==> src/rtl/alu_pkg.sv <==
// Package: alu_pkg
// Purpose: shared encodings for the control unit, the ALU control block and
//          the ALU datapath: control-unit opcodes, R-type funct codes, ALU
//          commands, the control FSM state type and a helper that tells
//          which commands occupy the ALU for more than one cycle.
// Ports:   none (package).
package alu_pkg;

   localparam int OP_W    = 4;
   localparam int FUNCT_W = 6;
   localparam int CMD_W   = 4;

   // Control-unit ALU opcodes
   localparam logic [OP_W-1:0] OP_ADD   = 4'd0;
   localparam logic [OP_W-1:0] OP_SUB   = 4'd1;
   localparam logic [OP_W-1:0] OP_MUL   = 4'd2;
   localparam logic [OP_W-1:0] OP_AND   = 4'd3;
   localparam logic [OP_W-1:0] OP_OR    = 4'd4;
   localparam logic [OP_W-1:0] OP_RTYPE = 4'd5;

   // R-type funct field codes
   localparam logic [FUNCT_W-1:0] FUNCT_ADD = 6'h20;
   localparam logic [FUNCT_W-1:0] FUNCT_SUB = 6'h22;
   localparam logic [FUNCT_W-1:0] FUNCT_AND = 6'h24;
   localparam logic [FUNCT_W-1:0] FUNCT_OR  = 6'h25;
   localparam logic [FUNCT_W-1:0] FUNCT_SLT = 6'h2A;
   localparam logic [FUNCT_W-1:0] FUNCT_MUL = 6'h18;
   localparam logic [FUNCT_W-1:0] FUNCT_DIV = 6'h1A;

   // ALU commands
   localparam logic [CMD_W-1:0] CMD_ADD = 4'd0;
   localparam logic [CMD_W-1:0] CMD_SUB = 4'd1;
   localparam logic [CMD_W-1:0] CMD_MUL = 4'd2;
   localparam logic [CMD_W-1:0] CMD_AND = 4'd3;
   localparam logic [CMD_W-1:0] CMD_OR  = 4'd4;
   localparam logic [CMD_W-1:0] CMD_SLT = 4'd5;
   localparam logic [CMD_W-1:0] CMD_DIV = 4'd6;

   typedef enum logic {
      ST_IDLE = 1'b0,
      ST_BUSY = 1'b1
   } state_t;

   function automatic logic is_multicycle(input logic [CMD_W-1:0] cmd);
      return (cmd == CMD_MUL) || (cmd == CMD_DIV);
   endfunction

endpackage

==> src/rtl/alu_ctrl_mc_if.sv <==
// Interface: alu_ctrl_mc_if
// Purpose: bundles the request/response signals between the pipeline
//          control (master) and the ALU control block (slave).
// Signals:
//   in_valid, op_in, funct_in, flush   master -> slave
//   in_ready, cmd_out, cmd_valid,
//   alu_busy, done, illegal_op         slave  -> master
interface alu_ctrl_mc_if #(
   parameter int OP_W    = 4,
   parameter int FUNCT_W = 6,
   parameter int CMD_W   = 4
);
   logic               in_valid;
   logic               in_ready;
   logic [OP_W-1:0]    op_in;
   logic [FUNCT_W-1:0] funct_in;
   logic               flush;
   logic [CMD_W-1:0]   cmd_out;
   logic               cmd_valid;
   logic               alu_busy;
   logic               done;
   logic               illegal_op;

   modport master (
      output in_valid, op_in, funct_in, flush,
      input  in_ready, cmd_out, cmd_valid, alu_busy, done, illegal_op
   );

   modport slave (
      input  in_valid, op_in, funct_in, flush,
      output in_ready, cmd_out, cmd_valid, alu_busy, done, illegal_op
   );
endinterface

==> src/rtl/alu_funct_decode.sv <==
// Module: alu_funct_decode
// Purpose: purely combinational decode of control-unit opcode and R-type
//          funct field into an ALU command.
// Ports:
//   op_in      in   OP_W     control-unit ALU opcode
//   funct_in   in   FUNCT_W  instruction funct field (R-type only)
//   cmd        out  CMD_W    decoded ALU command (0 when illegal)
//   legal      out  1        opcode/funct combination is decodable
//   multicycle out  1        legal command that occupies the ALU > 1 cycle
module alu_funct_decode
   import alu_pkg::*;
#(
   parameter int OP_W    = 4,
   parameter int FUNCT_W = 6,
   parameter int CMD_W   = 4
) (
   input  logic [OP_W-1:0]    op_in,
   input  logic [FUNCT_W-1:0] funct_in,
   output logic [CMD_W-1:0]   cmd,
   output logic               legal,
   output logic               multicycle
);

   always_comb begin
      cmd   = '0;
      legal = 1'b1;
      if (op_in == OP_W'(OP_RTYPE)) begin
         case (funct_in)
            FUNCT_W'(FUNCT_ADD): cmd = CMD_W'(CMD_ADD);
            FUNCT_W'(FUNCT_SUB): cmd = CMD_W'(CMD_SUB);
            FUNCT_W'(FUNCT_AND): cmd = CMD_W'(CMD_AND);
            FUNCT_W'(FUNCT_OR):  cmd = CMD_W'(CMD_OR);
            FUNCT_W'(FUNCT_SLT): cmd = CMD_W'(CMD_SLT);
            FUNCT_W'(FUNCT_MUL): cmd = CMD_W'(CMD_MUL);
            FUNCT_W'(FUNCT_DIV): cmd = CMD_W'(CMD_DIV);
            default:             legal = 1'b0;
         endcase
      end else if (op_in <= OP_W'(OP_OR)) begin
         // Direct opcodes share their numeric value with the command
         cmd = CMD_W'(op_in);
      end else begin
         legal = 1'b0;
      end
   end

   assign multicycle = legal && is_multicycle(cmd);

endmodule

==> src/rtl/alu_ctrl_mc.sv <==
// Module: alu_ctrl_mc
// Purpose: ALU control unit. Decodes opcode/funct into a registered ALU
//          command (latency 1) and sequences multi-cycle MUL/DIV with a
//          busy/done handshake toward the pipeline.
// Ports:
//   clk    in  1  clock, rising edge
//   rst_n  in  1  asynchronous active-low reset
//   bus    slave modport of alu_ctrl_mc_if (in_valid/in_ready/op_in/
//          funct_in/flush in; cmd_out/cmd_valid/alu_busy/done/illegal_op out)
module alu_ctrl_mc
   import alu_pkg::*;
#(
   parameter int OP_W    = 4,
   parameter int FUNCT_W = 6,
   parameter int CMD_W   = 4,
   parameter int MUL_LAT = 4,
   parameter int DIV_LAT = 8
) (
   input  logic          clk,
   input  logic          rst_n,
   alu_ctrl_mc_if.slave  bus
);

   localparam int MAX_LAT = (MUL_LAT > DIV_LAT) ? MUL_LAT : DIV_LAT;
   localparam int CNT_W   = $clog2(MAX_LAT) + 1;

   state_t             state_reg, state_next;
   logic [CNT_W-1:0]   cnt_reg, cnt_next;
   logic [CMD_W-1:0]   cmd_reg, cmd_next;
   logic               cmd_valid_reg, cmd_valid_next;
   logic               illegal_reg, illegal_next;
   logic               done_comb;
   logic               in_ready;
   logic               accept;

   logic [CMD_W-1:0]   dec_cmd;
   logic               dec_legal;
   logic               dec_multi;

   alu_funct_decode #(
      .OP_W    (OP_W),
      .FUNCT_W (FUNCT_W),
      .CMD_W   (CMD_W)
   ) u_decode (
      .op_in      (bus.op_in),
      .funct_in   (bus.funct_in),
      .cmd        (dec_cmd),
      .legal      (dec_legal),
      .multicycle (dec_multi)
   );

   // flush has priority over a new request
   assign in_ready = (state_reg == ST_IDLE) && !bus.flush;
   assign accept   = bus.in_valid && in_ready;

   always_ff @(posedge clk or negedge rst_n) begin
      if (!rst_n) begin
         state_reg     <= ST_IDLE;
         cnt_reg       <= '0;
         cmd_reg       <= CMD_W'(CMD_ADD);
         cmd_valid_reg <= 1'b0;
         illegal_reg   <= 1'b0;
      end else begin
         state_reg     <= state_next;
         cnt_reg       <= cnt_next;
         cmd_reg       <= cmd_next;
         cmd_valid_reg <= cmd_valid_next;
         illegal_reg   <= illegal_next;
      end
   end

   always_comb begin
      state_next     = state_reg;
      cnt_next       = cnt_reg;
      cmd_next       = cmd_reg;
      cmd_valid_next = 1'b0;
      illegal_next   = 1'b0;
      done_comb      = 1'b0;
      case (state_reg)
         ST_IDLE: begin
            if (accept) begin
               if (!dec_legal) begin
                  // Undecodable: report only, command register untouched
                  illegal_next = 1'b1;
               end else begin
                  cmd_next       = dec_cmd;
                  cmd_valid_next = 1'b1;
                  if (dec_multi) begin
                     // Count down to 0 so busy lasts exactly LAT cycles
                     cnt_next   = (dec_cmd == CMD_W'(CMD_DIV)) ?
                                  CNT_W'(DIV_LAT - 1) : CNT_W'(MUL_LAT - 1);
                     state_next = ST_BUSY;
                  end
               end
            end
         end
         ST_BUSY: begin
            if (bus.flush) begin
               // Abort: no completion is reported for a flushed op
               state_next = ST_IDLE;
               cnt_next   = '0;
            end else if (cnt_reg == '0) begin
               done_comb  = 1'b1;
               state_next = ST_IDLE;
            end else begin
               cnt_next = cnt_reg - 1'b1;
            end
         end
         default: begin
            state_next = ST_IDLE;
            cnt_next   = '0;
         end
      endcase
   end

   assign bus.in_ready   = in_ready;
   assign bus.cmd_out    = cmd_reg;
   assign bus.cmd_valid  = cmd_valid_reg;
   assign bus.alu_busy   = (state_reg == ST_BUSY);
   assign bus.done       = done_comb;
   assign bus.illegal_op = illegal_reg;

endmodule

==> src/flat_wrapper.sv <==
// flat-port wrapper written by rule: the top's interface ports become plain ports
module alu_ctrl_mc_flat import alu_pkg::*;
#(
   parameter int OP_W    = 4,
   parameter int FUNCT_W = 6,
   parameter int CMD_W   = 4,
   parameter int MUL_LAT = 4,
   parameter int DIV_LAT = 8
)
  (clk, rst_n, bus_in_valid, bus_op_in, bus_funct_in, bus_flush, bus_in_ready, bus_cmd_out, bus_cmd_valid, bus_alu_busy, bus_done, bus_illegal_op);
  alu_ctrl_mc_if #(.OP_W(OP_W), .FUNCT_W(FUNCT_W), .CMD_W(CMD_W)) bus_i ();
  input  logic clk;
  input  logic rst_n;
  input wire logic [$bits(bus_i.in_valid)-1:0] bus_in_valid;
  input wire logic [$bits(bus_i.op_in)-1:0] bus_op_in;
  input wire logic [$bits(bus_i.funct_in)-1:0] bus_funct_in;
  input wire logic [$bits(bus_i.flush)-1:0] bus_flush;
  output wire logic [$bits(bus_i.in_ready)-1:0] bus_in_ready;
  output wire logic [$bits(bus_i.cmd_out)-1:0] bus_cmd_out;
  output wire logic [$bits(bus_i.cmd_valid)-1:0] bus_cmd_valid;
  output wire logic [$bits(bus_i.alu_busy)-1:0] bus_alu_busy;
  output wire logic [$bits(bus_i.done)-1:0] bus_done;
  output wire logic [$bits(bus_i.illegal_op)-1:0] bus_illegal_op;
  assign bus_i.in_valid = bus_in_valid;
  assign bus_i.op_in = bus_op_in;
  assign bus_i.funct_in = bus_funct_in;
  assign bus_i.flush = bus_flush;
  assign bus_in_ready = bus_i.in_ready;
  assign bus_cmd_out = bus_i.cmd_out;
  assign bus_cmd_valid = bus_i.cmd_valid;
  assign bus_alu_busy = bus_i.alu_busy;
  assign bus_done = bus_i.done;
  assign bus_illegal_op = bus_i.illegal_op;
  alu_ctrl_mc #(.OP_W(OP_W), .FUNCT_W(FUNCT_W), .CMD_W(CMD_W), .MUL_LAT(MUL_LAT), .DIV_LAT(DIV_LAT)) u_core (.clk(clk), .rst_n(rst_n), .bus(bus_i));
endmodule
==> config.mk <==
export PLATFORM = sky130hd
export DESIGN_NAME = alu_ctrl_mc_flat
export DESIGN_NICKNAME = d
export VERILOG_FILES = /design/src/rtl/alu_pkg.sv /design/src/rtl/alu_ctrl_mc_if.sv /design/src/rtl/alu_funct_decode.sv /design/src/rtl/alu_ctrl_mc.sv /design/src/flat_wrapper.sv
export SDC_FILE = /design/constraint.sdc
export NUM_CORES = 1
export LEC_CHECK = 0
export CORE_MARGIN = 2
export CORE_UTILIZATION = 47
export CTS_BUF_LIST = sky130_fd_sc_hd__clkbuf_4 sky130_fd_sc_hd__clkbuf_8
export CTS_CLUSTER_DIAMETER = 80
export DETAILED_ROUTE_END_ITERATION = 8
export MAX_ROUTING_LAYER = met4
export PLACE_DENSITY = 0.9
export SLEW_MARGIN = 10
export SYNTH_ARGS = -nofsm -noshare
export SYNTH_HDL_FRONTEND = slang
export SYNTH_SLANG_ARGS = --single-unit
==> constraint.sdc <==
create_clock -name clk -period 1.4 [get_ports clk]
set_input_delay 0.28 -clock clk [delete_from_list [all_inputs] [get_ports clk]]
set_output_delay 0.28 -clock clk [all_outputs]
set_load 0.01 [all_outputs]
==> reports/results.tsv, run 1 <==
stage	metric	value	unit
outcome	status	finished, violations left	
outcome	violated checks	negative setup slack	
setup_path	R2R Setup Slk	-0.08	ns
global_route	initial antenna violation count	0	
power_and_ir_drop	Leak	0.000623	µW
clock_tree	total CTS buffers	3	
final_layout	Finished Cell Area	0.00132	mm²
die	Ports	23	
clock_tree	H-tree Lvls	1	
flow_run	Max Cap Viol	0	
global_route	Remaining Overflow, GRT	0	
detailed_routing	drt total wl	2.75	mm
synth	synthesized area per cell	10.3	µm²
die	DIE WIDTH	43.6	µm
synth	sequential fraction of the synthesis area	0.373	
detailed_routing	vias per cell	5.97	
setup_path	crit-path max FO	6	
synth	Cell Area, Synth	738	µm²
synth	yosys warns	0	
clock_tree	clock buffer depth	2	
detailed_routing	# DRC	0	
detailed_routing	via count	866	
timing	final count of hold timing violations	0	
setup_path	Crit Path Class	input pin to flip-flop	
final_layout	Final nets	145	
timing	Final period util	1.07	
synth	Syn Inst Count	72	
worst_hold_path	HP Class	input pin to asynchronous set/reset pin	
clock_tree	CTS tree	yes	
setup_path	worst path arrival time	1.66	ns
detailed_routing	Pre-antenna DRT Iters	4	
final_layout	layout cell share with drive strength beyond 1	0.581	
setup_path	WP data required	1.56	ns
global_route	vias in the first global route	913	
final_layout	Layout area overhead	78.8	%
timing	Fin Clk Skew	0.00319	ns
clock_tree	clk sink count	11	
placement	routability cong.	0.854	
final_layout	# diodes	0	
clock_tree	clock latency on the worst-skew pair	0.28	ns
detailed_routing	DRT antenna net count	0	
synth	syn_nets	87	
global_route	first-pass GRT wire length	4.09	mm
timing	Max Transition Viols Final	0	
die	core area	0.00149	mm²
timing	WHS	0.342	ns
global_route	pin count of the biggest net entering global routing	12	
timing	Final setup viols	8	
setup_path	Worst setup SP type	input pin	
power_and_ir_drop	Power Total	1180	µW
timing	TNS Setup	-0.491	ns
global_route	GRT Overall Usage	0.313	
timing	Least-Margin Pin Slew	0.522	ns
timing	Max Fclk	0.668	GHz
clock_tree	CTS root buf	clkbuf_4	
placement	post-DP HPWL	1.62	mm
power_and_ir_drop	Peak VDD IR	0.439	mV
die	initial core utilization	0.496	
die	Die H	43.6	µm
timing	worst setup margin	-0.0973	ns
die	row count	14	
placement	port bufs	22	
detailed_routing	WL/cell	19.0	µm
placement	placed instance area	0.00114	mm²
power_and_ir_drop	Power Density	893	mW/mm²
timing	Slew headroom	0.651	
timing	RSZ-0062 raised after global routing	true	
timing	min cycle time layout	1.50	ns
placement	Post-Place Worst Slack	-0.635	ns
synth	library cells used by synthesis	38	
setup_path	Setup crit end kind	flip-flop	
clock_tree	Worst-path clk slew	0.08	ns
detailed_routing	Detailed Route Iter0 Violations	15	
synth	synthesis-stage register bit count	11	
die	DIE AREA	0.00190	mm²
-- routing by layer --
layer | global-route usage | part of all wire | up-vias
met2 | 0.562 | 0.55 | 41
met1 | 0.304 | 0.35 | 421
met3 | 0.0333 | 0.046 | 12
met5 | - | 0 | -
met4 | 0.230 | 0.047 | 0
li1 | - | - | 392
-- timing repair --
action / in CTS / in global routing
pin swaps: 17 / 17
buffers inserted: 6 / 3
hold buffers: 0 / 0
gates resized for setup: 50 / 25
endpoints found under the setup margin: 20 / 11
-- Yosys cell counts, drive strengths merged --
library cell	n	area, µm²
a31o	2	17.5
nor4bb	2	20.0
nor3	3	15.0
nor2b	1	6.26
nand4bb	1	11.3
o22ai	1	6.26
mux2	2	26.3
ha	1	12.5
and2	1	7.51
o21ai	1	5.00
xor2	1	8.76
o2111ai	1	8.76
dfrtp	11	275
or3	1	6.26
a21boi	2	18.8
nand2b	1	6.26
o211ai	1	7.51
a311oi	3	26.3
mux2i	1	10.0
nand4	3	40.0
a22oi	1	12.5
a21o	1	8.76
and4bb	2	25.0
nor2	8	40.0
nand3	1	10.0
nor3b	2	26.3
o2bb2ai	1	8.76
nand2	3	11.3
a21oi	6	33.8
inv	7	26.3
-- cell type report --
class / instances / area (µm²)
clock buffers: 3 / 22.5
clock inverters: 1 / 5.00
fillers: 67 / 169
inverters: 7 / 26.3
multi-input cells: 54 / 534
flip-flops and latches: 11 / 275
well taps: 16 / 20.0
repair buffers: 53 / 437
-- through the flow --
step / instances / utilization
after floorplan: 72 / -
after global placement: 132 / 0.768
after detailed placement: 132 / 0.768
after CTS: 142 / 0.844
after global routing: 145 / 0.887
final: 145 / 0.887
-- cells in the final DEF, fill, tap and decap left out, types with 2 or more instances in the layout --
master	count
buf_2	2
a31o_2	2
nand2_1	2
clkdlybuf4s50_1	2
a21oi_2	2
a21oi_1	3
nor2_1	4
nor2_2	2
a311oi_2	2
inv_1	5
buf_4	30
nor3_1	2
nand4_4	2
buf_6	5
inv_2	2
dfrtp_1	11
clkbuf_4	3
clkdlybuf4s15_2	2
nor2_4	2
dlygate4sd2_1	10
-- power by group --
group	internal, µW	leakage [µW]	switching [µW]
clock	106	0.0000177	122
sequential	359	0.000146	30.0
combinational	303	0.000459	259
-- kinds of logic (layout without fill, tap and decap cells) --
logic type               count (synthesis)  in the layout  synth area share
flip-flops                              11             11             0.373
AND/OR/NAND/NOR                         29             29             0.305
multiplexers                             3              3            0.0491
buffers and inverters                    7             64            0.0356
XOR/XNOR                                 1              1            0.0119
AO/OA/AOI/OAI                           20             20             0.208
adder cells (fa/ha/maj)                  1              1            0.0169
-- worst paths after layout --
check | cells past startpoint | endpoint | start
max in group asynchronous | 1 | u_core.bus.cmd_out[1] | rst_n
hold / removal | 1 | u_core.bus.illegal_op | rst_n
setup / recovery | 6 | u_core.bus.cmd_out[2] | bus_funct_in[1]
hold reg to reg | 1 | u_core.bus.cmd_out[3] | u_core.bus.cmd_out[3]
min in group clk | 1 | u_core.bus.cmd_out[3] | u_core.bus.cmd_out[3]
setup reg to reg | 6 | u_core.cnt_reg[1] | u_core.bus.alu_busy
-- critical path: stages --
cell	delay, ns
clkdlybuf4s15_2	0.24
and4bb_1	0.25
a21boi_2	0.26
nand4_4	0.18
nand4_4	0.15
mux2_4	0.30
(Power assumes the default switching activity.)
==> run 2: changes to the inputs <==
Settings changed: CAP_MARGIN from default to 20, PLACE_DENSITY 0.9 to 0.89, SYNTH_HIERARCHICAL from default to 1.
==> reports/results.tsv, run 2 <==
stage	metric	value	unit
global_route	initial antenna violation count	0	
die	Ports	23	
final_layout	most common cell after layout, fill and taps aside	buf_4	
timing	Max Fclk	0.586	GHz
worst_hold_path	HP Class	input pin to asynchronous set/reset pin	
setup_path	R2R Path Start	u_core/cnt_reg[3]	
synth	Post-Synth Adder-Cell Area	0.0334	
die	row count	14	
detailed_routing	drt total wl	2.61	mm
synth	Syn Inst Count	79	
synth	top cells by count, synth	dfrtp_1 (11), nor2_1 (11), nand2_1 (6), o21ai_1 (5)	
clock_tree	CTS root buf	clkbuf_4	
outcome	violated checks	negative setup slack	
final_layout	commonest cells after routing, fill and taps aside	buf_4 (30), dfrtp_1 (11), nor2_1 (10)	
clock_tree	Worst-path clk slew	0.07	ns
placement	Post-Place Worst Slack	-0.987	ns
clock_tree	CTS Hold Bufs	0	
synth	syn_nets	95	
power_and_ir_drop	Logic pwr share	0.391	
timing	Final period util	1.22	
setup_path	Worst setup SP type	input pin	
detailed_routing	vias per cell	5.72	
global_route	vias in the first global route	874	
die	Die H	43.9	µm
outcome	status	finished, violations left	
detailed_routing	DR top layer	met4	
synth	ys flop type	dfrtp_1	
power_and_ir_drop	Internal Pwr Total	707	µW
detailed_routing	Detailed Route Iter0 Violations	49	
detailed_routing	via count	863	
setup_path	Worst R2R Path Depth	5	
detailed_routing	DRT antenna net count	0	
setup_path	R2R Setup Slk	-0.17	ns
detailed_routing	Metal-1 WL	1.11	mm
clock_tree	clk sink count	11	
synth	xor and xnor area share after synthesis	0.0117	
die	DIE AREA	0.00193	mm²
setup_path	Crit Path Class	input pin to flip-flop	
detailed_routing	WL/cell	17.3	µm
power_and_ir_drop	Clk network pwr share	0.243	
flow_run	Max Cap Viol	0	
die	core area	0.00151	mm²
synth	leading area contributor after synthesis	dfrtp_1	
setup_path	crit-path max FO	3	
synth	Synth top area share	0.367	
synth	Area contributors post-synth	dfrtp_1 (37%), mux2_2 (6.0%), nor2_1 (5.5%)	
power_and_ir_drop	sw power	311	µW
synth	synthesis-stage register bit count	11	
final_layout	Reg area	275	µm²
power_and_ir_drop	Peak VDD IR	0.872	mV
synth	library cells used by synthesis	34	
final_layout	layout cell share with drive strength beyond 1	0.474	
setup_path	WP data required	1.62	ns
timing	worst setup margin	-0.305	ns
final_layout	Final nets	152	
global_route	first-pass GRT wire length	4.06	mm
setup_path	Setup crit end kind	flip-flop	
synth	sequential fraction of the synthesis area	0.367	
clock_tree	clock buffer depth	2	
synth	largest family of logic cells by synthesized area	simple AND/OR/NAND/NOR gates	
setup_path	FF-to-FF End	u_core/cnt_reg[2]	
synth	post-synthesis mux area share	0.0601	
detailed_routing	metal3 WL	164	µm
timing	min cycle time layout	1.71	ns
placement	port bufs	22	
timing	Max Transition Viols Final	0	
die	initial core utilization	0.498	
global_route	Remaining Overflow, GRT	0	
detailed_routing	Pre-antenna DRT Iters	4	
final_layout	Layout area overhead	77.3	%
final_layout	area of the multi-input gates	551	µm²
synth	number of flops mapped to enable cells by yosys	0	
final_layout	FILL cells	76	
final_layout	final core utilization	0.882	
synth	Cell Area, Synth	749	µm²
clock_tree	total CTS buffers	3	
placement	post-DP HPWL	1.83	mm
synth	Compound-Gate Fraction of Synth Area	0.179	
clock_tree	CTS tree	yes	
power_and_ir_drop	Power Density	766	mW/mm²
synth	yosys warns	6	
placement	routability cong.	0.893	
clock_tree	H-tree Lvls	1	
timing	Fin Clk Skew	0.00126	ns
detailed_routing	met2 WL post-DR	1.24	mm
power_and_ir_drop	switching share of power	0.306	
detailed_routing	# DRC	0	
clock_tree	clock latency on the worst-skew pair	0.28	ns
die	DIE WIDTH	43.9	µm
setup_path	worst path arrival time	1.92	ns
timing	Final setup viols	10	
final_layout	# diodes	0	
synth	simple-gate share of the synthesized area	0.314	
timing	final count of hold timing violations	0	
power_and_ir_drop	Reg power frac	0.365	
synth	Async SR Flop Fraction	1.00	
synth	synthesized area per cell	9.49	µm²
power_and_ir_drop	Leak	0.000638	µW
global_route	pin count of the biggest net entering global routing	12	
timing	RSZ-0062 raised after global routing	true	
global_route	GRT Overall Usage	0.308	
[run 2: cell types whose count changed after synthesis, sizes merged, moves of 3 or more]
cell,delta
nand2,+5
nor2,+3
inv,-5
o21ai,+6
a31oi,+3
a311oi,-3
[run 2: repair_timing]
action / in CTS / in global routing
endpoints found under the setup margin: 20 / 12
pin swaps: 12 / 10
hold endpoints to repair: 0 / 0
buffers inserted: 3 / 1
resized for setup: 57 / 6
[run 2: power groups by stage]
stage               Combinational, µW  Sequential (µW)  Clock (µW)
global placement                  319              374           0
global route                      417              374         264
finish                            399              372         248
floorplan                         119              384           0
CTS                               365              372         243
detailed placement                338              376           0
[run 2: cells by family (layout without fill, tap and decap cells)]
family,after synthesis,count (layout)
DFF,11,11
xor gates and xnor gates,1,1
AOI/OAI and AO/OA,19,19
buffers and inverters,4,60
adders and majority gates,2,2
other,1,1
muxes,4,4
and+or+nand+nor,37,37
[run 2: area by class of cell]
cell class,instances,area share
multi-input cells,64,0.414
well taps,16,0.0151
clock buffers,4,0.0226
repair buffers,54,0.335
inverters,2,0.00565
flip-flops and latches,11,0.207
[run 2: metrics by stage]
stage	power (µW)	hold WS, ns	std cells	area [µm²]	TNS (ns)
finish	1020	0.292	151	1330	-2.54
global route	1060	0.297	151	1330	-3.19
CTS	979	0.304	150	1310	-2.24
detailed placement	714	0.510	143	1230	-10.51
global placement	693	0.498	143	1230	-9.77
floorplan	503	-0.0156	79	802	-2.01
[run 2: layer usage]
metal,up-vias,GRT usage
met2,43,0.485
met4,0,0.139
met1,413,0.367
met5,-,-
li1,396,-
met3,11,0.0792
[run 2: worst max-delay path by stage]
stage | startpoint | to | slack [ns]
finish | bus_funct_in[4] | u_core/cnt_reg[2] | -0.31
global route | bus_funct_in[4] | u_core/cnt_reg[3] | -0.38
CTS | bus_funct_in[4] | u_core/cnt_reg[2] | -0.27
detailed placement | bus_funct_in[3] | u_core/bus.cmd_out[3] | -0.99
global placement | bus_funct_in[3] | u_core/cnt_reg[2] | -0.93
floorplan | bus_funct_in[3] | u_core/bus.cmd_out[0] | -0.28
[run 2: worst max-delay path: stages]
cell and delay, ns:
buf_8 0.11, nor4b_4 0.32, nand2_1 0.10, a2111o_1 0.48
a21oi_2 0.19, nor4b_4 0.22, a21oi_1 0.10, o21ai_1 0.12
